## src/rtl/adder_meas_pkg.sv

```systemverilog
// Shared definitions for the adder delay-measurement sequencer.
//   meas_state_t    : sequencer phases (idle, operand settle, counting window,
//                     counter drain, capture, result handshake)
//   DEFAULT_SETTLE  : cycles operands settle before the counter is enabled
//   DEFAULT_DRAIN   : cycles after counter disable before the count is captured
package adder_meas_pkg;

    typedef enum logic [2:0] {
        S_IDLE,
        S_LOAD,
        S_RUN,
        S_DRAIN,
        S_CAPTURE,
        S_DONE
    } meas_state_t;

    localparam int unsigned DEFAULT_SETTLE = 4;
    localparam int unsigned DEFAULT_DRAIN  = 2;

endpackage

```

## src/rtl/adder_measure_sequencer_gate.sv

```systemverilog
// meas_gate_counter: loadable down-counter timing the settle, gate and drain
// phases of one measurement.
//   wb_clk_i    : system clock
//   wb_rst_i    : synchronous active-high reset
//   load        : load load_value this cycle (takes priority over counting)
//   load_value  : phase length in clocks
//   terminal    : high while the count is 1, i.e. the last cycle of the phase
module meas_gate_counter #(
    parameter int unsigned CW = 16
) (
    input  logic          wb_clk_i,
    input  logic          wb_rst_i,
    input  logic          load,
    input  logic [CW-1:0] load_value,
    output logic          terminal
);

    logic [CW-1:0] count;

    always_ff @(posedge wb_clk_i) begin
        if (wb_rst_i) begin
            count <= '0;
        end else if (load) begin
            count <= load_value;
        end else if (count != '0) begin
            count <= count - CW'(1);
        end
    end

    always_comb begin
        terminal = (count == CW'(1));
    end

endmodule

```

## src/rtl/adder_measure_sequencer.sv

```systemverilog
// adder_measure_sequencer: runs one delay measurement of the instrumented
// Brent-Kung adder. Operands are driven, the ring/chain counter is cleared,
// enabled for gate_cycles clocks, allowed to drain through its synchroniser,
// and the count is captured and offered with a valid/ack handshake.
//   wb_clk_i, wb_rst_i      : clock, synchronous active-high reset
//   active                  : project select; low aborts a measurement
//   start                   : measurement request (accepted only when idle)
//   a_value, b_value        : operands, sampled on accepted start
//   ext_mode, gate_cycles   : path select and window length, sampled on start
//   cnt_in                  : synchronised count from the adder
//   a_input, b_input, ext_sel : operand / path drive to the adder
//   cnt_clear, cnt_en       : counter control to the adder
//   busy                    : measurement in progress
//   result, overflow        : captured count and its all-ones flag
//   result_valid, result_ack: result handshake
module adder_measure_sequencer
    import adder_meas_pkg::*;
#(
    parameter int unsigned WIDTH  = 32,
    parameter int unsigned GATE_W = 16,
    parameter int unsigned SETTLE = DEFAULT_SETTLE,
    parameter int unsigned DRAIN  = DEFAULT_DRAIN
) (
    input  logic              wb_clk_i,
    input  logic              wb_rst_i,
    input  logic              active,
    input  logic              start,
    input  logic [WIDTH-1:0]  a_value,
    input  logic [WIDTH-1:0]  b_value,
    input  logic              ext_mode,
    input  logic [GATE_W-1:0] gate_cycles,
    input  logic [WIDTH-1:0]  cnt_in,
    output logic [WIDTH-1:0]  a_input,
    output logic [WIDTH-1:0]  b_input,
    output logic              ext_sel,
    output logic              cnt_clear,
    output logic              cnt_en,
    output logic              busy,
    output logic [WIDTH-1:0]  result,
    output logic              result_valid,
    input  logic              result_ack,
    output logic              overflow
);

    localparam logic [GATE_W-1:0] SETTLE_CNT = GATE_W'(SETTLE);
    localparam logic [GATE_W-1:0] DRAIN_CNT  = GATE_W'(DRAIN);

    meas_state_t       state_q;
    meas_state_t       state_next;
    logic [GATE_W-1:0] gate_q;
    logic              ctr_load;
    logic [GATE_W-1:0] ctr_value;
    logic              ctr_term;

    meas_gate_counter #(.CW(GATE_W)) u_gate (
        .wb_clk_i   (wb_clk_i),
        .wb_rst_i   (wb_rst_i),
        .load       (ctr_load),
        .load_value (ctr_value),
        .terminal   (ctr_term)
    );

    always_comb begin
        state_next = state_q;
        ctr_load   = 1'b0;
        ctr_value  = '0;
        unique case (state_q)
            S_IDLE: begin
                if (start && active) begin
                    state_next = S_LOAD;
                    ctr_load   = 1'b1;
                    ctr_value  = SETTLE_CNT;
                end
            end
            S_LOAD: begin
                if (ctr_term) begin
                    // A zero gate skips counting and draining entirely.
                    if (gate_q == '0) begin
                        state_next = S_CAPTURE;
                    end else begin
                        state_next = S_RUN;
                        ctr_load   = 1'b1;
                        ctr_value  = gate_q;
                    end
                end
            end
            S_RUN: begin
                if (ctr_term) begin
                    state_next = S_DRAIN;
                    ctr_load   = 1'b1;
                    ctr_value  = DRAIN_CNT;
                end
            end
            S_DRAIN: begin
                if (ctr_term) begin
                    state_next = S_CAPTURE;
                end
            end
            S_CAPTURE: state_next = S_DONE;
            S_DONE: begin
                if (result_ack) begin
                    state_next = S_IDLE;
                end
            end
            default: state_next = S_IDLE;
        endcase
        // Deselect aborts an in-flight measurement; a finished result is kept.
        if (!active && state_q != S_IDLE && state_q != S_DONE) begin
            state_next = S_IDLE;
        end
    end

    // Outputs are registered from the next state so they line up with it.
    always_ff @(posedge wb_clk_i) begin
        if (wb_rst_i) begin
            state_q      <= S_IDLE;
            gate_q       <= '0;
            a_input      <= '0;
            b_input      <= '0;
            ext_sel      <= 1'b0;
            cnt_clear    <= 1'b0;
            cnt_en       <= 1'b0;
            busy         <= 1'b0;
            result       <= '0;
            result_valid <= 1'b0;
            overflow     <= 1'b0;
        end else begin
            state_q   <= state_next;
            cnt_clear <= (state_next == S_LOAD);
            cnt_en    <= (state_next == S_RUN);
            busy      <= (state_next != S_IDLE);
            if (state_q == S_IDLE && state_next == S_LOAD) begin
                a_input <= a_value;
                b_input <= b_value;
                ext_sel <= ext_mode;
                gate_q  <= gate_cycles;
            end
            if (state_q == S_CAPTURE && state_next == S_DONE) begin
                result_valid <= 1'b1;
                if (gate_q == '0) begin
                    result   <= '0;
                    overflow <= 1'b0;
                end else begin
                    result   <= cnt_in;
                    overflow <= &cnt_in;
                end
            end
            if (state_q == S_DONE && state_next == S_IDLE) begin
                result_valid <= 1'b0;
                overflow     <= 1'b0;
            end
        end
    end

endmodule

```

## config.mk

```make
export PLATFORM = sky130hd
export DESIGN_NAME = adder_measure_sequencer
export DESIGN_NICKNAME = d
export VERILOG_FILES = /design/src/rtl/adder_meas_pkg.sv /design/src/rtl/adder_measure_sequencer_gate.sv /design/src/rtl/adder_measure_sequencer.sv
export SDC_FILE = /design/constraint.sdc
export NUM_CORES = 1
export LEC_CHECK = 0
export ABC_AREA = 0
export CORE_MARGIN = 2
export CORE_UTILIZATION = 44
export CTS_CLUSTER_DIAMETER = 40
export DETAILED_ROUTE_END_ITERATION = 10
export PLACE_DENSITY = 0.81
export SLEW_MARGIN = 10
export SYNTH_ARGS = -nofsm -noshare
export SYNTH_HDL_FRONTEND = slang
export SYNTH_HIERARCHICAL = 1
export SYNTH_SLANG_ARGS = --single-unit
export TNS_END_PERCENT = 5
```

## constraint.sdc

```tcl
create_clock -name wb_clk_i -period 3.7 [get_ports wb_clk_i]
set_input_delay 0.925 -clock wb_clk_i [delete_from_list [all_inputs] [get_ports wb_clk_i]]
set_output_delay 0.925 -clock wb_clk_i [all_outputs]
set_load 0.005 [all_outputs]
```

==> results.md <==
* Top_reg_cell synth: dfxtp_1
* DRT Wirelength at around 15 mm
* Fill cell count at ~1100
* Clock Skews at ~0.0075 ns
* Syn_nets at roughly 800
* Setup Buffers After CTS at 0
* Detail Placement HPWL at 10.6 mm
* Max-Slew Margin vs Limit at 0.403
* Hold Path Origin: result[28]
* Final hold viol count at 0
* Final TNS setup at 0 ns
* Routed len/inst at roughly 14 um
* Clk root buf: clkbuf_16
* Core box area at 12500 um^2
* Remaining routing DRC violations at 0
* Cell Pwr Density at 519 nW/um^2
* Via/cell ratio at 5.00
* Critical path type: reg -> reg
* #FFs+latches synth at roughly 140
* Total gr overflow at 0
* Switching power at about 1200 uW
* Avg Cell Area, Syn at 8.09 um^2
* R2R cell count at 10
* Vias at approximately 5400
* Clk_lat worst skew at 0.41 ns
* Clock buffer count from CTS at 17
* Die Span Y at 117 um
* Count of pins over their slew limit at 0
* Most common cell after layout, fill and taps aside: clkdlybuf4s50_1
* Vias in the first global route at roughly 5000
* Ys Warns at 6
* Area after DPL at between 7000 and 8000 um^2
* Clock transition at path regs at about 0.050 ns
* DIE AREA at approximately 14000 um^2
* FF-to-FF End: u_gate/count[8]
* Chip width at 117 um
* Arrival @ worst endpoint at between 3 and 4 ns
* Iteration-0 DRC Markers at 313
* Initial antenna violation count at 0
* Fin crit share at 0.799
* Final nets at 1009
* Cells after Synth at approximately 700
* Layout cells sized above 1 at 0.0565
* Setup crit start kind: flop
* Commonest non-fill, non-tap cells in the layout: clkdlybuf4s50_1 (218), nand2_1 (213), dfxtp_1 (137), a21oi_1 (117), nand3_1 (37)
* Worst-case hold path end point: result[28]
* Least-Margin Pin Slew at just under 0.9 ns
* Total track usage at 0.223
* Sw frac at 0.281
* Crit end category: flop
* Design area at 8330 um^2
* Sequential group share of total power at 0.397
* CTS tree: built
* Sink Count at ~140
* # rows at 41
* Antenna viol nets, final at 0
* Clock power share at 0.373
* Status: complete, no violations
* Worst EP required at between 4 and 5 ns
* Logic pwr share at 0.230
* Crit path launch: u_gate/count[12]
* First drt pass iteration count at 4
* Port Buf Inserts at about 220
* Async SR Flop Fraction at 0
* Synthesized area at 5580 um^2
* Hold_buf cts at 0
* Largest net degree at the start of global routing at 90
* Leak at around 0.003 uW
* Initial core utilization at 0.446
* Post-synth EDFFs at 0
* First-pass GRT wire length at 23.6 mm
* Max frequency at 338 MHz
* Crit path time final at just under 3 ns
* Critical-path maximum fanout at 9
* Worst vdd ir at 0.000250 V
* Top Ports at 220
* RD Place Congestion at 0.821
* Post-CTS sizing at 0
* Hold-critical path depth at 2
* Design internal power at a little over 3000 uW
* Max Cap Viol at 0
* Register area share after synthesis at 0.492
* Synthesis-to-layout area growth at 49.4%
* Number of diodes at 0
* Yosys cell types at 55
* Worst min path class: reg -> reg
* RSZ-0062 raised after global routing: no
* Maximum buffer depth of the clock tree at 2
* H-tree depth at 4
* FF-to-FF setup slack at about 0.74 ns
* R2R Path Start: u_gate/count[12]
* Final setup fails at 0
* Non-Filler Instances at about 1100
* Dpl cells at ~1000
==> worst max-delay path by stage <==
stage / slack, ns / to / cells past startpoint
global placement: 0.67 / busy / 5
CTS: 0.77 / u_gate/count[8] / 10
floorplan: 0.88 / u_gate/count[1] / 9
global route: 0.45 / u_gate/count[9] / 11
finish: 0.74 / u_gate/count[8] / 10
detailed placement: 0.64 / busy / 5
==> cell usage after synthesis, drive strengths merged, types with 2 or more instances <==
cell    instances  area (um^2)
nand4b          2         17.5
a311oi          3         38.8
nor2           16         62.6
nand2         213          800
ha              2         25.0
o21ai          14         70.1
or3             2         12.5
nor2b           5         31.3
nor3            6         35.0
buf            29          240
nor4b           2         17.5
a21oi         118          594
inv             5         18.8
xor2            8         70.1
nand3          37          185
xnor2           2         17.5
a21o            2         15.0
dfxtp         137         2740
nor4           12         96.3
and4            2         17.5
clkbuf         18         67.6
nand2b          2         12.5
and2           15         93.8
nor3b           2         15.0
a22o            2         17.5
nand4          14          100
==> metal layers <==
layer / global-route usage / vias up / wire [um]
met5: 0 / - / 0
met4: 0.0949 / 0 / 289
met3: 0.0887 / 28 / 1240
met2: 0.369 / 173 / 7510
met1: 0.256 / 2437 / 6390
li1: - / 2733 / -
==> sequential cells by signal, summed over array words and instances (netlist names) <==
| register | cells |
|---|---|
| state_q | 3 |
| a_input | 32 |
| overflow | 1 |
| ext_sel | 1 |
| busy | 1 |
| b_input | 32 |
| result | 32 |
| u_gate/count | 16 |
| gate_q | 16 |
| cnt_clear | 1 |
| result_valid | 1 |
| cnt_en | 1 |
==> logic make-up after synthesis <==
family                   after synthesis  synth area share
AND/OR/NAND/NOR                      334             0.275
AO/OA/AOI/OAI                        151             0.150
flip-flops                           137             0.492
buffers and inverters                 53            0.0592
XOR/XNOR                              10            0.0157
multiplexers                           2           0.00381
adder cells (fa/ha/maj)                2           0.00449
==> metrics by stage <==
step / hold WS (ns) / util / setup WS, ns / power (uW)
final: 0.448 / 0.666 / 0.743 / 4330
after detailed placement: 0.444 / 0.621 / 0.638 / 2730
after global placement: 0.436 / 0.621 / 0.672 / 2720
after CTS: 0.451 / 0.666 / 0.773 / 4360
after global routing: 0.466 / 0.666 / 0.452 / 4550
after floorplan: 0.444 / - / 0.879 / 2370
==> critical path, cell delays in order (launching register included) <==
cell      delay (ns)
dfxtp_1         0.37
nor4_2          0.42
nand4_1         0.21
nor3b_1         0.43
nand2b_1        0.16
o21ai_0         0.20
buf_4           0.16
clkinv_1        0.23
nor2_1          0.35
buf_4           0.22
a22o_1          0.15
==> layout make-up <==
class,instances,area [um^2],area share
Clock buffer,23,468,0.0562
Clock inverter,9,97.6,0.0117
Inverter,6,22.5,0.00270
Multi-Input combinational cell,499,2500,0.301
Sequential cell,137,2740,0.329
Tap cell,172,215,0.0258
Timing Repair Buffer,228,2280,0.274
==> power by group through the flow <==
stage          combinational, uW  clock [uW]  sequential, uW
3_3_place_gp                 981           0            1740
6_report                     994        1620            1720
3_5_place_dp                 984           0            1750
4_1_cts                      993        1650            1720
5_1_grt                     1100        1720            1730
2_1_floorplan                640           0            1730
Note: power is estimated with default switching activity, not from simulation.
